**src/rtl/mem_port_arbiter.sv**
```systemverilog
// Arbitrates the single-port multi-cycle main memory between instruction fetch and
// load/store, with req/ack handshake, pipeline stall generation and a no-ack watchdog.
module mem_port_arbiter #(
  parameter int unsigned ADDR_W  = 32,
  parameter int unsigned DATA_W  = 32,
  parameter int unsigned TIMEOUT = 64
) (
  input  logic              clk,
  input  logic              rst_n,
  input  logic              if_req,
  input  logic [ADDR_W-1:0] if_addr,
  output logic [DATA_W-1:0] if_rdata,
  output logic              if_ready,
  output logic              stall_if,
  input  logic              mem_read,
  input  logic              mem_write,
  input  logic [ADDR_W-1:0] mem_addr,
  input  logic [DATA_W-1:0] mem_wdata,
  output logic [DATA_W-1:0] mem_rdata,
  output logic              mem_ready,
  output logic              stall_mem,
  output logic              m_req,
  output logic              m_we,
  output logic [ADDR_W-1:0] m_addr,
  output logic [DATA_W-1:0] m_wdata,
  input  logic [DATA_W-1:0] m_rdata,
  input  logic              m_ack,
  output logic              bus_err
);

  localparam logic [2:0] IDLE   = 3'd0;
  localparam logic [2:0] BUSY_D = 3'd1;
  localparam logic [2:0] BUSY_I = 3'd2;
  localparam logic [2:0] DONE_D = 3'd3;
  localparam logic [2:0] DONE_I = 3'd4;

  localparam int unsigned     CNT_W    = $clog2(TIMEOUT);
  localparam logic [CNT_W-1:0] CNT_LAST = CNT_W'(TIMEOUT - 1);

  logic [2:0]       state;
  logic [CNT_W-1:0] wd_cnt;
  logic             data_req;
  logic             busy;
  logic             in_data;

  assign data_req = mem_read | mem_write;
  assign busy     = (state == BUSY_D) || (state == BUSY_I);
  assign in_data  = (state == BUSY_D);

  // Stalls are combinational so a stage freezes in the very cycle it requests;
  // they release only in the DONE cycle, where the pipeline advances.
  assign stall_mem = data_req & (state != DONE_D);
  assign stall_if  = stall_mem | (if_req & (state != DONE_I));

  always_ff @(posedge clk or negedge rst_n) begin
    if (!rst_n) begin
      state     <= IDLE;
      wd_cnt    <= '0;
      m_req     <= 1'b0;
      m_we      <= 1'b0;
      m_addr    <= '0;
      m_wdata   <= '0;
      if_rdata  <= '0;
      if_ready  <= 1'b0;
      mem_rdata <= '0;
      mem_ready <= 1'b0;
      bus_err   <= 1'b0;
    end else begin
      if_ready  <= 1'b0;
      mem_ready <= 1'b0;
      case (state)
        IDLE: begin
          if (data_req) begin
            state   <= BUSY_D;
            m_req   <= 1'b1;
            m_we    <= mem_write;
            m_addr  <= mem_addr;
            m_wdata <= mem_wdata;
            wd_cnt  <= '0;
            // Read and write together: the write wins, the conflict is flagged.
            if (mem_read && mem_write) begin
              bus_err <= 1'b1;
            end
          end else if (if_req) begin
            state  <= BUSY_I;
            m_req  <= 1'b1;
            m_we   <= 1'b0;
            m_addr <= if_addr;
            wd_cnt <= '0;
          end
        end
        BUSY_D, BUSY_I: begin
          if (m_ack) begin
            m_req <= 1'b0;
            if (in_data) begin
              state     <= DONE_D;
              mem_rdata <= m_rdata;
              mem_ready <= 1'b1;
            end else begin
              state    <= DONE_I;
              if_rdata <= m_rdata;
              if_ready <= 1'b1;
            end
          end else if (wd_cnt == CNT_LAST) begin
            // Abort still completes the access so the stalled stage can move on.
            m_req   <= 1'b0;
            bus_err <= 1'b1;
            if (in_data) begin
              state     <= DONE_D;
              mem_rdata <= '0;
              mem_ready <= 1'b1;
            end else begin
              state    <= DONE_I;
              if_rdata <= '0;
              if_ready <= 1'b1;
            end
          end else if (busy) begin
            wd_cnt <= wd_cnt + 1'b1;
          end
        end
        DONE_D, DONE_I: begin
          state <= IDLE;
        end
        default: begin
          state <= IDLE;
        end
      endcase
    end
  end

endmodule

```
**config.mk**
```make
export PLATFORM = sky130hd
export DESIGN_NAME = mem_port_arbiter
export DESIGN_NICKNAME = d
export VERILOG_FILES = /design/src/rtl/mem_port_arbiter.sv
export SDC_FILE = /design/constraint.sdc
export NUM_CORES = 1
export LEC_CHECK = 0
export CELL_PAD_IN_SITES_DETAIL_PLACEMENT = 1
export CELL_PAD_IN_SITES_GLOBAL_PLACEMENT = 1
export CORE_UTILIZATION = 34
export DETAILED_ROUTE_END_ITERATION = 10
export PLACE_DENSITY_LB_ADDON = 0.08
export SYNTH_ARGS = -nofsm -noshare
export SYNTH_HDL_FRONTEND = slang
export SYNTH_SLANG_ARGS = --single-unit
```
**constraint.sdc**
```tcl
create_clock -name clk -period 4.9 [get_ports clk]
set_clock_uncertainty 0.1 [all_clocks]
set_input_delay 0.98 -clock clk [delete_from_list [all_inputs] [get_ports clk]]
set_output_delay 0.98 -clock clk [all_outputs]
set_load 0.05 [all_outputs]
```
==> impl_metrics.json, run 1 <==
{
  "netlist_instances": 427,
  "setup_viol": 0,
  "clk_pin_slew_ns": 0.06,
  "finalHoldViolCount": 0,
  "worst-setup-path-type": "primary input to output port",
  "r2r_start": "state[1]$_DFFE_PN0P_",
  "slowest_stage": "clkdlybuf4s50_1",
  "drc": 0,
  "grt_pass1_wl_mm": 26.7,
  "hold_path.startpoint": "m_addr[4]$_DFFE_PN0P_",
  "synth_area_leaders": "dfrtp_1 (62%), a22o_1 (9.4%), mux2_1 (5.9%), mux2i_1 (5.7%), o21ai_0 (3.0%)",
  "grt_use_total": 0.200,
  "nFillCells": 1703,
  "worstPathRequired_ns": 3.82,
  "portBuffers": 268,
  "dr.pass1.iters": 4,
  "synthSimpleGateAreaFrac": 0.0599,
  "async_reset_ff_frac": 1.00,
  "die_area_sq_mm": 0.0175,
  "synth.area.mux_share": 0.122,
  "crit_arrival_ns": 2.84,
  "h-tree-depth": 4,
  "avgSynthCellArea_sq_um": 13.5,
  "multi_input_area_sq_mm": 0.00195,
  "synth_fp_nets": 562,
  "synth_top_family_by_area": "compound AO/OA/AOI/OAI gates",
  "ant_nets": 0,
  "netlist_area_sq_mm": 0.00576,
  "cts_root_buf": "clkbuf_16",
  "fin_nets": 824,
  "layout_commonest_cell": "clkdlybuf4s50_1",
  "worst_pin_slew_ns": 0.826,
  "rsz0062_at_grt": "false",
  "vias": 4489,
  "r2r-end": "if_rdata[22]$_DFFE_PN0P_",
  "overflow": 0,
  "finalPower_w": 0.00758,
  "yosysTopAreaCellShare": 0.617,
  "num_rows": 47,
  "endpoint_kind": "output port",
  "seqCellArea_sq_mm": 0.00355,
  "drive_gt1_frac": 0.0769,
  "holdWs_ns": 0.374,
  "status": "finished, final reports clean",
  "ioPinCount": 269,
  "cts-resized-gates": 0,
  "drt-initial-drc-count": 154,
  "grt_pass1_vias": 4869,
  "relSlewSlack": 0.449,
  "clk_path_buf_depth": 2,
  "fp.dieH_um": 132,
  "syn2layout_area_growth_pct": 59.0,
  "hold_buffers": 0,
  "grt_start_max_net_pins": 90,
  "yosys_register_bits": 142,
  "synth_edf_count": 0,
  "start_util": 0.347,
  "die_w_um": 132,
  "final.setup.tns_ns": 0,
  "cp-start-kind": "primary input",
  "synth-seq-area-share": 0.617,
  "grt_antenna_before_repair": 0,
  "cts_buffers": 17,
  "max_stage_delay_ns": 0.83,
  "worstHoldPathCells": 2,
  "worstHoldEndpoint": "m_addr[4]$_DFFE_PN0P_",
  "wire_per_inst_um": 18.2,
  "ff2ff_setup_slack_ns": 2.62,
  "final_max_slew_viol_count": 0,
  "synthAdderAreaFrac": 0.00217,
  "ys_warn_count": 0,
  "synth_compound_area_frac": 0.150,
  "synth_top_area_cell": "dfrtp_1",
  "post-dp-hpwl_mm": 12.1,
  "core-area_sq_mm": 0.0166,
  "synthFlopType": "dfrtp_1",
  "period_minus_slack_ns": 3.92,
  "power_density_mw_per_mm2": 827,
  "dp.cells": 890,
  "synth_xor_area_frac": 0.00152,
  "max_cap_viol_count": 0,
  "globalplace.congestion": 0.802,
  "avgViaCountPerCell": 4.87,
  "clock.fmax_mhz": 255,
  "diodes": 0,
  "power_leakage_nw": 3.89,
  "wl_mm": 16.8,
  "cts_setup_buffers": 0,
  "clk_latency_ns": 0.41,
  "cp_max_fo": 4,
  "crit_chain": "clkdlybuf4s50_1, nor2_4, a31oi_1, nor2_1, a31oi_1, clkdlybuf4s50_1",
  "ir_drop_mv": 0.338,
  "rr_worst_depth": 4,
  "fin_util": 0.552,
  "final_cells": 922,
  "cts_tree": "done",
  "cts_sinks": 142,
  "final_cell_mix": "clkdlybuf4s50_1 (267), dfrtp_1 (142), a22o_1 (62), nand2_1 (37), o21ai_0 (34)",
  "ys_types": 41,
  "post-route-period-util": 0.799,
  "hp-class": "flip-flop to flip-flop"
}
## worst max path at each step
stage | startpoint | to | slack (ns) | depth (start not counted)
4_1_cts | mem_write | stall_if | 0.98 | 6
6_report | mem_write | stall_if | 0.98 | 6
2_1_floorplan | mem_write | stall_if | 0.99 | 4
3_3_place_gp | mem_write | stall_if | 1.01 | 6
5_1_grt | mem_write | stall_if | 0.90 | 6
3_5_place_dp | mem_write | stall_if | 0.98 | 6
## metrics by stage
step | worst slack (ns) | cell area (sq um)
3_3_place_gp | 1.01 | 8530
3_5_place_dp | 0.981 | 8530
6_report | 0.984 | 9160
5_1_grt | 0.900 | 9160
2_1_floorplan | 0.995 | 5760
4_1_cts | 0.978 | 9160
## routing by layer
layer | routed length [um] | track usage
met1 | 6510 | 0.228
met2 | 8640 | 0.345
met3 | 1160 | 0.0604
met4 | 450 | 0.0891
met5 | 0 | 0
## state kept, by name, indices dropped and copies added (netlist names)
register	cells
m_wdata	32
mem_ready	1
m_we	1
state	3
m_req	1
mem_rdata	32
if_ready	1
if_rdata	32
m_addr	32
bus_err	1
wd_cnt	6
## report_power, final
group / internal (W) / switching [W] / total [W]
Clock: 0.000879 / 0.000485 / 0.00136
Sequential: 0.00173 / 0.000333 / 0.00206
Combinational: 0.00145 / 0.00271 / 0.00416
## critical path, delay by kind of cell
family                 cells  cell delay (ns)
AOI/OAI and AO/OA          2             0.34
buffers and inverters      2             1.39
and+or+nand+nor            2             0.12
## cell type report
class | count | share of cell area
clock buffers | 22 | 0.0507
clock inverters | 10 | 0.0175
inverters | 6 | 0.00246
multi-input cells | 247 | 0.213
flip-flops and latches | 142 | 0.388
well taps | 220 | 0.0301
repair buffers | 275 | 0.299
## synthesized netlist by cell type (4+ instances only)
library cell  number
mux2_1            30
inv_1              6
buf_8              6
a22o_1            62
o21ai_0           34
mux2i_1           33
dfrtp_1          142
buf_6              5
nand2_1           37
buf_2             11
nor2_1             5
clkbuf_1           7
nand3_1            4
## logic make-up after synthesis
group | after synthesis
DFF | 142
AOI/OAI and AO/OA | 115
muxes | 66
and+or+nand+nor | 64
buffers and inverters | 38
xor gates and xnor gates | 1
adders and majority gates | 1
Power figures use the tool's default switching activity.
==> inputs of run 2 (changes only) <==
--- a/config.mk
+++ b/config.mk
@@ -7,7 +7,7 @@
 export LEC_CHECK = 0
 export CELL_PAD_IN_SITES_DETAIL_PLACEMENT = 1
 export CELL_PAD_IN_SITES_GLOBAL_PLACEMENT = 1
-export CORE_UTILIZATION = 34
+export CORE_UTILIZATION = 32
 export DETAILED_ROUTE_END_ITERATION = 10
 export PLACE_DENSITY_LB_ADDON = 0.08
 export SYNTH_ARGS = -nofsm -noshare
==> constraint.sdc (replaced) <==
create_clock -name clk -period 3.73 [get_ports clk]
set_clock_uncertainty 0.1 [all_clocks]
set_input_delay 0.746 -clock clk [delete_from_list [all_inputs] [get_ports clk]]
set_output_delay 0.746 -clock clk [all_outputs]
set_load 0.05 [all_outputs]
==> run 2 against run 1 <==
  * Critical path depth did not move
  * Wire length is 0.10% higher
  * Critical endpoint unchanged
  * Die area up 6.2%
  * Via count is 0.56% higher
  * Power rose by 30%
  * Worst setup slack lost 0.17 ns
  * Sequential share of layout area about the same
  * Core utilization down 2.7 points
  * Sequential power increased by 32%
==> impl_metrics.json, run 2 (synthesis results as in run 1) <==
{
  "avgViaCountPerCell": 4.88,
  "hp-class": "primary input to asynchronous set/reset pin",
  "vias": 4514,
  "clk_pin_slew_ns": 0.06,
  "fin_nets": 824,
  "cp_max_fo": 4,
  "final_cell_mix": "clkdlybuf4s50_1 (265), dfrtp_1 (142), a22o_1 (62), nand2_1 (37), o21ai_0 (34)",
  "p_sw_w": 0.00462,
  "clk_path_buf_depth": 2,
  "start_util": 0.331,
  "seqPwrFrac": 0.275,
  "worstPathRequired_ns": 2.88,
  "grt_use_total": 0.186,
  "worst-setup-path-type": "primary input to output port",
  "max_cap_viol_count": 0,
  "cts_root_buf": "clkbuf_16",
  "dr.pass1.iters": 4,
  "finalHoldViolCount": 0,
  "relSlewSlack": 0.554,
  "place_area_sq_mm": 0.00856,
  "setup_viol": 0,
  "cts_buffers": 17,
  "core-area_sq_mm": 0.0174,
  "fp.dieH_um": 136,
  "cts_tree": "done",
  "clkPwrFrac": 0.171,
  "wl_mm": 16.8,
  "crit_arrival_ns": 2.07,
  "clock.fmax_mhz": 343,
  "post-route-period-util": 0.782,
  "final.setup.tns_ns": 0,
  "ir_drop_mv": 0.545,
  "h-tree-depth": 4,
  "portBuffers": 268,
  "nFillCells": 1741,
  "ff2ff_setup_slack_ns": 1.73,
  "overflow": 0,
  "layout_commonest_cell": "clkdlybuf4s50_1",
  "die_w_um": 136,
  "syn2layout_area_growth_pct": 58.9,
  "status": "finished, final reports clean",
  "switching_share": 0.469,
  "power_density_mw_per_mm2": 1080,
  "ant_nets": 0,
  "p_int_w": 0.00523,
  "globalplace.congestion": 0.775,
  "cts-resized-gates": 0,
  "grt_pass1_wl_mm": 26.1,
  "die_area_sq_mm": 0.0185,
  "period_minus_slack_ns": 2.92,
  "num_rows": 48,
  "drc": 0,
  "final_max_slew_viol_count": 0,
  "post-dp-hpwl_mm": 12.0,
  "diodes": 0,
  "r2r_start": "wd_cnt[0]$_DFFE_PN0P_",
  "power_leakage_nw": 3.88,
  "drt-initial-drc-count": 145,
  "grt_antenna_before_repair": 0,
  "drive_gt1_frac": 0.0814,
  "clk_latency_ns": 0.41,
  "r2r-end": "if_rdata[2]$_DFFE_PN0P_",
  "endpoint_kind": "output port",
  "ioPinCount": 269,
  "rsz0062_at_grt": "false",
  "combPwrFrac": 0.554,
  "grt_start_max_net_pins": 72,
  "cts_setup_buffers": 0,
  "worst_pin_slew_ns": 0.669,
  "cts_sinks": 142,
  "wire_per_inst_um": 18.1,
  "finalPower_w": 0.00985,
  "final_area_sq_mm": 0.00915,
  "hold_buffers": 0,
  "cp-start-kind": "primary input",
  "grt_pass1_vias": 4924,
  "rr_worst_depth": 5
}
[run 2: final cells by class]
cell class	count	area, sq um	area share
clock buffer	21	480	0.0525
clock inverter	9	110	0.0120
timing repair buffer	275	2760	0.301
tap	225	282	0.0308
inverter	6	22.5	0.00246
multi-input combinational	247	1950	0.213
sequential	142	3550	0.388
[run 2: worst max-delay path, stage by stage]
cell	delay, ns
clkdlybuf4s50_1	0.56
nor2_4	0.07
a31oi_1	0.22
nor2_1	0.06
a31oi_1	0.17
buf_4	0.24
[run 2: layer usage]
| metal | GRT usage | part of all wire | up-vias |
|---|---|---|---|
| met1 | 0.212 | 0.39 | 2256 |
| met5 | 0 | 0 | - |
| met2 | 0.325 | 0.52 | 168 |
| met3 | 0.0630 | 0.081 | 14 |
| li1 | - | - | 2076 |
| met4 | 0.0617 | 0.011 | 0 |
[run 2: power by group through the flow]
stage | Sequential, W | Clock [W] | Combinational (W)
2_1_floorplan | 0.00504 | 0 | 0.00128
3_3_place_gp | 0.00268 | 0 | 0.00544
3_5_place_dp | 0.00274 | 0 | 0.00551
4_1_cts | 0.00272 | 0.00173 | 0.00553
5_1_grt | 0.00281 | 0.00179 | 0.00573
6_report | 0.00271 | 0.00168 | 0.00545
[run 2: how the worst max path moves through the flow]
| stage | start | endpoint | slack [ns] | cells past startpoint |
|---|---|---|---|---|
| after global placement | mem_write | stall_if | 0.90 | 6 |
| after global routing | mem_write | stall_if | 0.71 | 6 |
| after CTS | mem_write | stall_if | 0.80 | 6 |
| after detailed placement | mem_write | stall_if | 0.84 | 6 |
| final | mem_write | stall_if | 0.81 | 6 |
| after floorplan | mem_write | stall_if | 0.29 | 4 |
[run 2: per-stage QoR]
step | worst slack [ns] | hold WS, ns | cells | util
after floorplan | 0.293 | 0.350 | 427 | -
after global placement | 0.897 | 0.361 | 895 | 0.492
after detailed placement | 0.841 | 0.374 | 895 | 0.492
after CTS | 0.800 | 0.254 | 925 | 0.525
after global routing | 0.713 | 0.268 | 925 | 0.525
final | 0.814 | 0.222 | 925 | 0.525
==> inputs of run 3 (changes only) <==
--- a/config.mk
+++ b/config.mk
@@ -7,7 +7,7 @@
 export LEC_CHECK = 0
 export CELL_PAD_IN_SITES_DETAIL_PLACEMENT = 1
 export CELL_PAD_IN_SITES_GLOBAL_PLACEMENT = 1
-export CORE_UTILIZATION = 32
+export CORE_UTILIZATION = 29
 export DETAILED_ROUTE_END_ITERATION = 10
 export PLACE_DENSITY_LB_ADDON = 0.08
 export SYNTH_ARGS = -nofsm -noshare
==> constraint.sdc (replaced) <==
create_clock -name clk -period 2.33 [get_ports clk]
set_clock_uncertainty 0.1 [all_clocks]
set_input_delay 0.466 -clock clk [delete_from_list [all_inputs] [get_ports clk]]
set_output_delay 0.466 -clock clk [all_outputs]
set_load 0.05 [all_outputs]
==> run 3 against run 2 <==
  * Worst setup slack lost 0.71 ns
  * First-iteration DRC count shrank 19%
  * Power grew 60%
  * Via count grew 1.3%
  * Register-to-register slack lost 1.4 ns
  * Count of clock-buffer cells in the layout shrank 4
  * Combinational power grew 64%
  * Non-clock buffer count grew 10
  * Design area grew 2.4%
  * Sequential cell count is the same
  * Critical path type unchanged
  * Core utilization shrank 4.4 points
==> impl_metrics.json, run 3 (synthesis results as in run 1) <==
{
  "status": "finished, final reports clean",
  "portBuffers": 268,
  "ant_nets": 0,
  "overflow": 0,
  "wl_mm": 17.0,
  "post-route-period-util": 0.957,
  "ir_drop_mv": 0.514,
  "grt_start_max_net_pins": 66,
  "cts_tree": "done",
  "die_w_um": 143,
  "cp_max_fo": 3,
  "grt_antenna_before_repair": 0,
  "cts_setup_buffers": 0,
  "num_rows": 51,
  "final.setup.tns_ns": 0,
  "relSlewSlack": 0.612,
  "setup_viol": 0,
  "crit_arrival_ns": 1.66,
  "h-tree-depth": 4,
  "globalplace.congestion": 0.718,
  "avgViaCountPerCell": 4.68,
  "holdWs_ns": 0.348,
  "cts_root_buf": "clkbuf_16",
  "hp-class": "primary input to flip-flop",
  "drive_gt1_frac": 0.0983,
  "clock.fmax_mhz": 449,
  "syn2layout_area_growth_pct": 62.6,
  "worst_pin_slew_ns": 0.582,
  "finalHoldViolCount": 0,
  "ioPinCount": 269,
  "endpoint": "stall_if",
  "rr_worst_depth": 5,
  "clk_path_buf_depth": 2,
  "nFillCells": 2030,
  "power_leakage_nw": 3.95,
  "ff2ff_setup_slack_ns": 0.31,
  "diodes": 0,
  "post-dp-hpwl_mm": 12.3,
  "grt_use_total": 0.173,
  "worstPathRequired_ns": 1.76,
  "cts_sinks": 142,
  "layout_commonest_cell": "clkdlybuf4s50_1",
  "drt-initial-drc-count": 118,
  "max_cap_viol_count": 0,
  "r2r-end": "if_rdata[30]$_DFFE_PN0P_",
  "core-area_sq_mm": 0.0195,
  "period_minus_slack_ns": 2.23,
  "r2r_start": "wd_cnt[0]$_DFFE_PN0P_",
  "worst-setup-path-type": "primary input to output port",
  "wire_per_inst_um": 17.4,
  "start_util": 0.296,
  "cp-start-kind": "primary input",
  "vias": 4571,
  "dp_slack_ns": 0.0448,
  "cp-startpoint": "mem_read",
  "drc": 0,
  "clk_latency_ns": 0.41,
  "final_cell_mix": "clkdlybuf4s50_1 (264), dfrtp_1 (142), a22o_1 (62), nand2_1 (37), o21ai_0 (34)",
  "final_max_slew_viol_count": 0,
  "hold_path.startpoint": "mem_write",
  "fin_ws_ns": 0.101,
  "rsz0062_at_grt": "false",
  "clk_pin_slew_ns": 0.06,
  "fin_util": 0.481,
  "grt_pass1_wl_mm": 26.8,
  "fp.dieH_um": 143,
  "fin_nets": 834,
  "power_density_mw_per_mm2": 1690,
  "cts_buffers": 17,
  "grt_pass1_vias": 4957,
  "endpoint_kind": "output port",
  "dr.pass1.iters": 4,
  "die_area_sq_mm": 0.0204
}
==> run 3: cell count changes in the layout (fill, tap and decap cells not counted), moves of 3 or more <==
cell / change
buf_12: +8
clkbuf_8: -4
inv_6: +3
inv_8: +3
==> run 3: worst min path at each step <==
| stage | to | slack, ns | depth (start not counted) |
|---|---|---|---|
| global route | m_we$_DFFE_PN0P_ | 0.37 | 2 |
| finish | bus_err$_DFFE_PN0P_ | 0.35 | 3 |
| CTS | m_addr[19]$_DFFE_PN0P_ | 0.39 | 2 |
| floorplan | bus_err$_DFFE_PN0P_ | 0.07 | 0 |
| global placement | m_addr[20]$_DFFE_PN0P_ | 0.36 | 2 |
| detailed placement | m_addr[15]$_DFFE_PN0P_ | 0.37 | 2 |
==> run 3: final cells by class <==
| cell class | count | area, sq um | share of cell area |
|---|---|---|---|
| Timing Repair Buffer | 285 | 2940 | 0.313 |
| Inverter | 6 | 22.5 | 0.00240 |
| Clock buffer | 17 | 425 | 0.0454 |
| Tap cell | 265 | 332 | 0.0354 |
| Multi-Input combinational cell | 247 | 1970 | 0.210 |
| Clock inverter | 15 | 130 | 0.0139 |
| Sequential cell | 142 | 3550 | 0.379 |
==> run 3: critical path, stage by stage <==
cell	delay (ns)
clkdlybuf4s50_1	0.54
nor2_4	0.07
a31oi_2	0.16
nor2_1	0.09
a31oi_4	0.17
buf_12	0.16
==> run 3: what timing repair did <==
action	in CTS	in global routing
gates resized for setup	0	1
hold buffers	1	0
endpoints found under the hold margin	57	0
setup endpoints to repair	0	1
==> run 3: per-stage QoR <==
step / total power (W) / cell area, sq um / std cells
floorplan: 0.0101 / 5780 / 427
global placement: 0.0132 / 8800 / 944
global route: 0.0166 / 9370 / 977
finish: 0.0158 / 9370 / 977
CTS: 0.0160 / 9370 / 977
detailed placement: 0.0134 / 8800 / 944
==> run 3: metal layers <==
metal  share of wire  track usage  routed length (um)  vias to the layer above
li1                -            -                   -                     2101
met1            0.42        0.202                7060                     2273
met2            0.48        0.288                8220                      172
met3           0.078       0.0557                1320                       25
met4           0.022       0.0758                 379                        0
met5               0            0                   0                        -
==> run 3: power by group <==
part / switching, W / internal [W]
Sequential: 0.000687 / 0.00363
Clock: 0.00116 / 0.00140
Combinational: 0.00571 / 0.00321
Total: 0.00756 / 0.00823
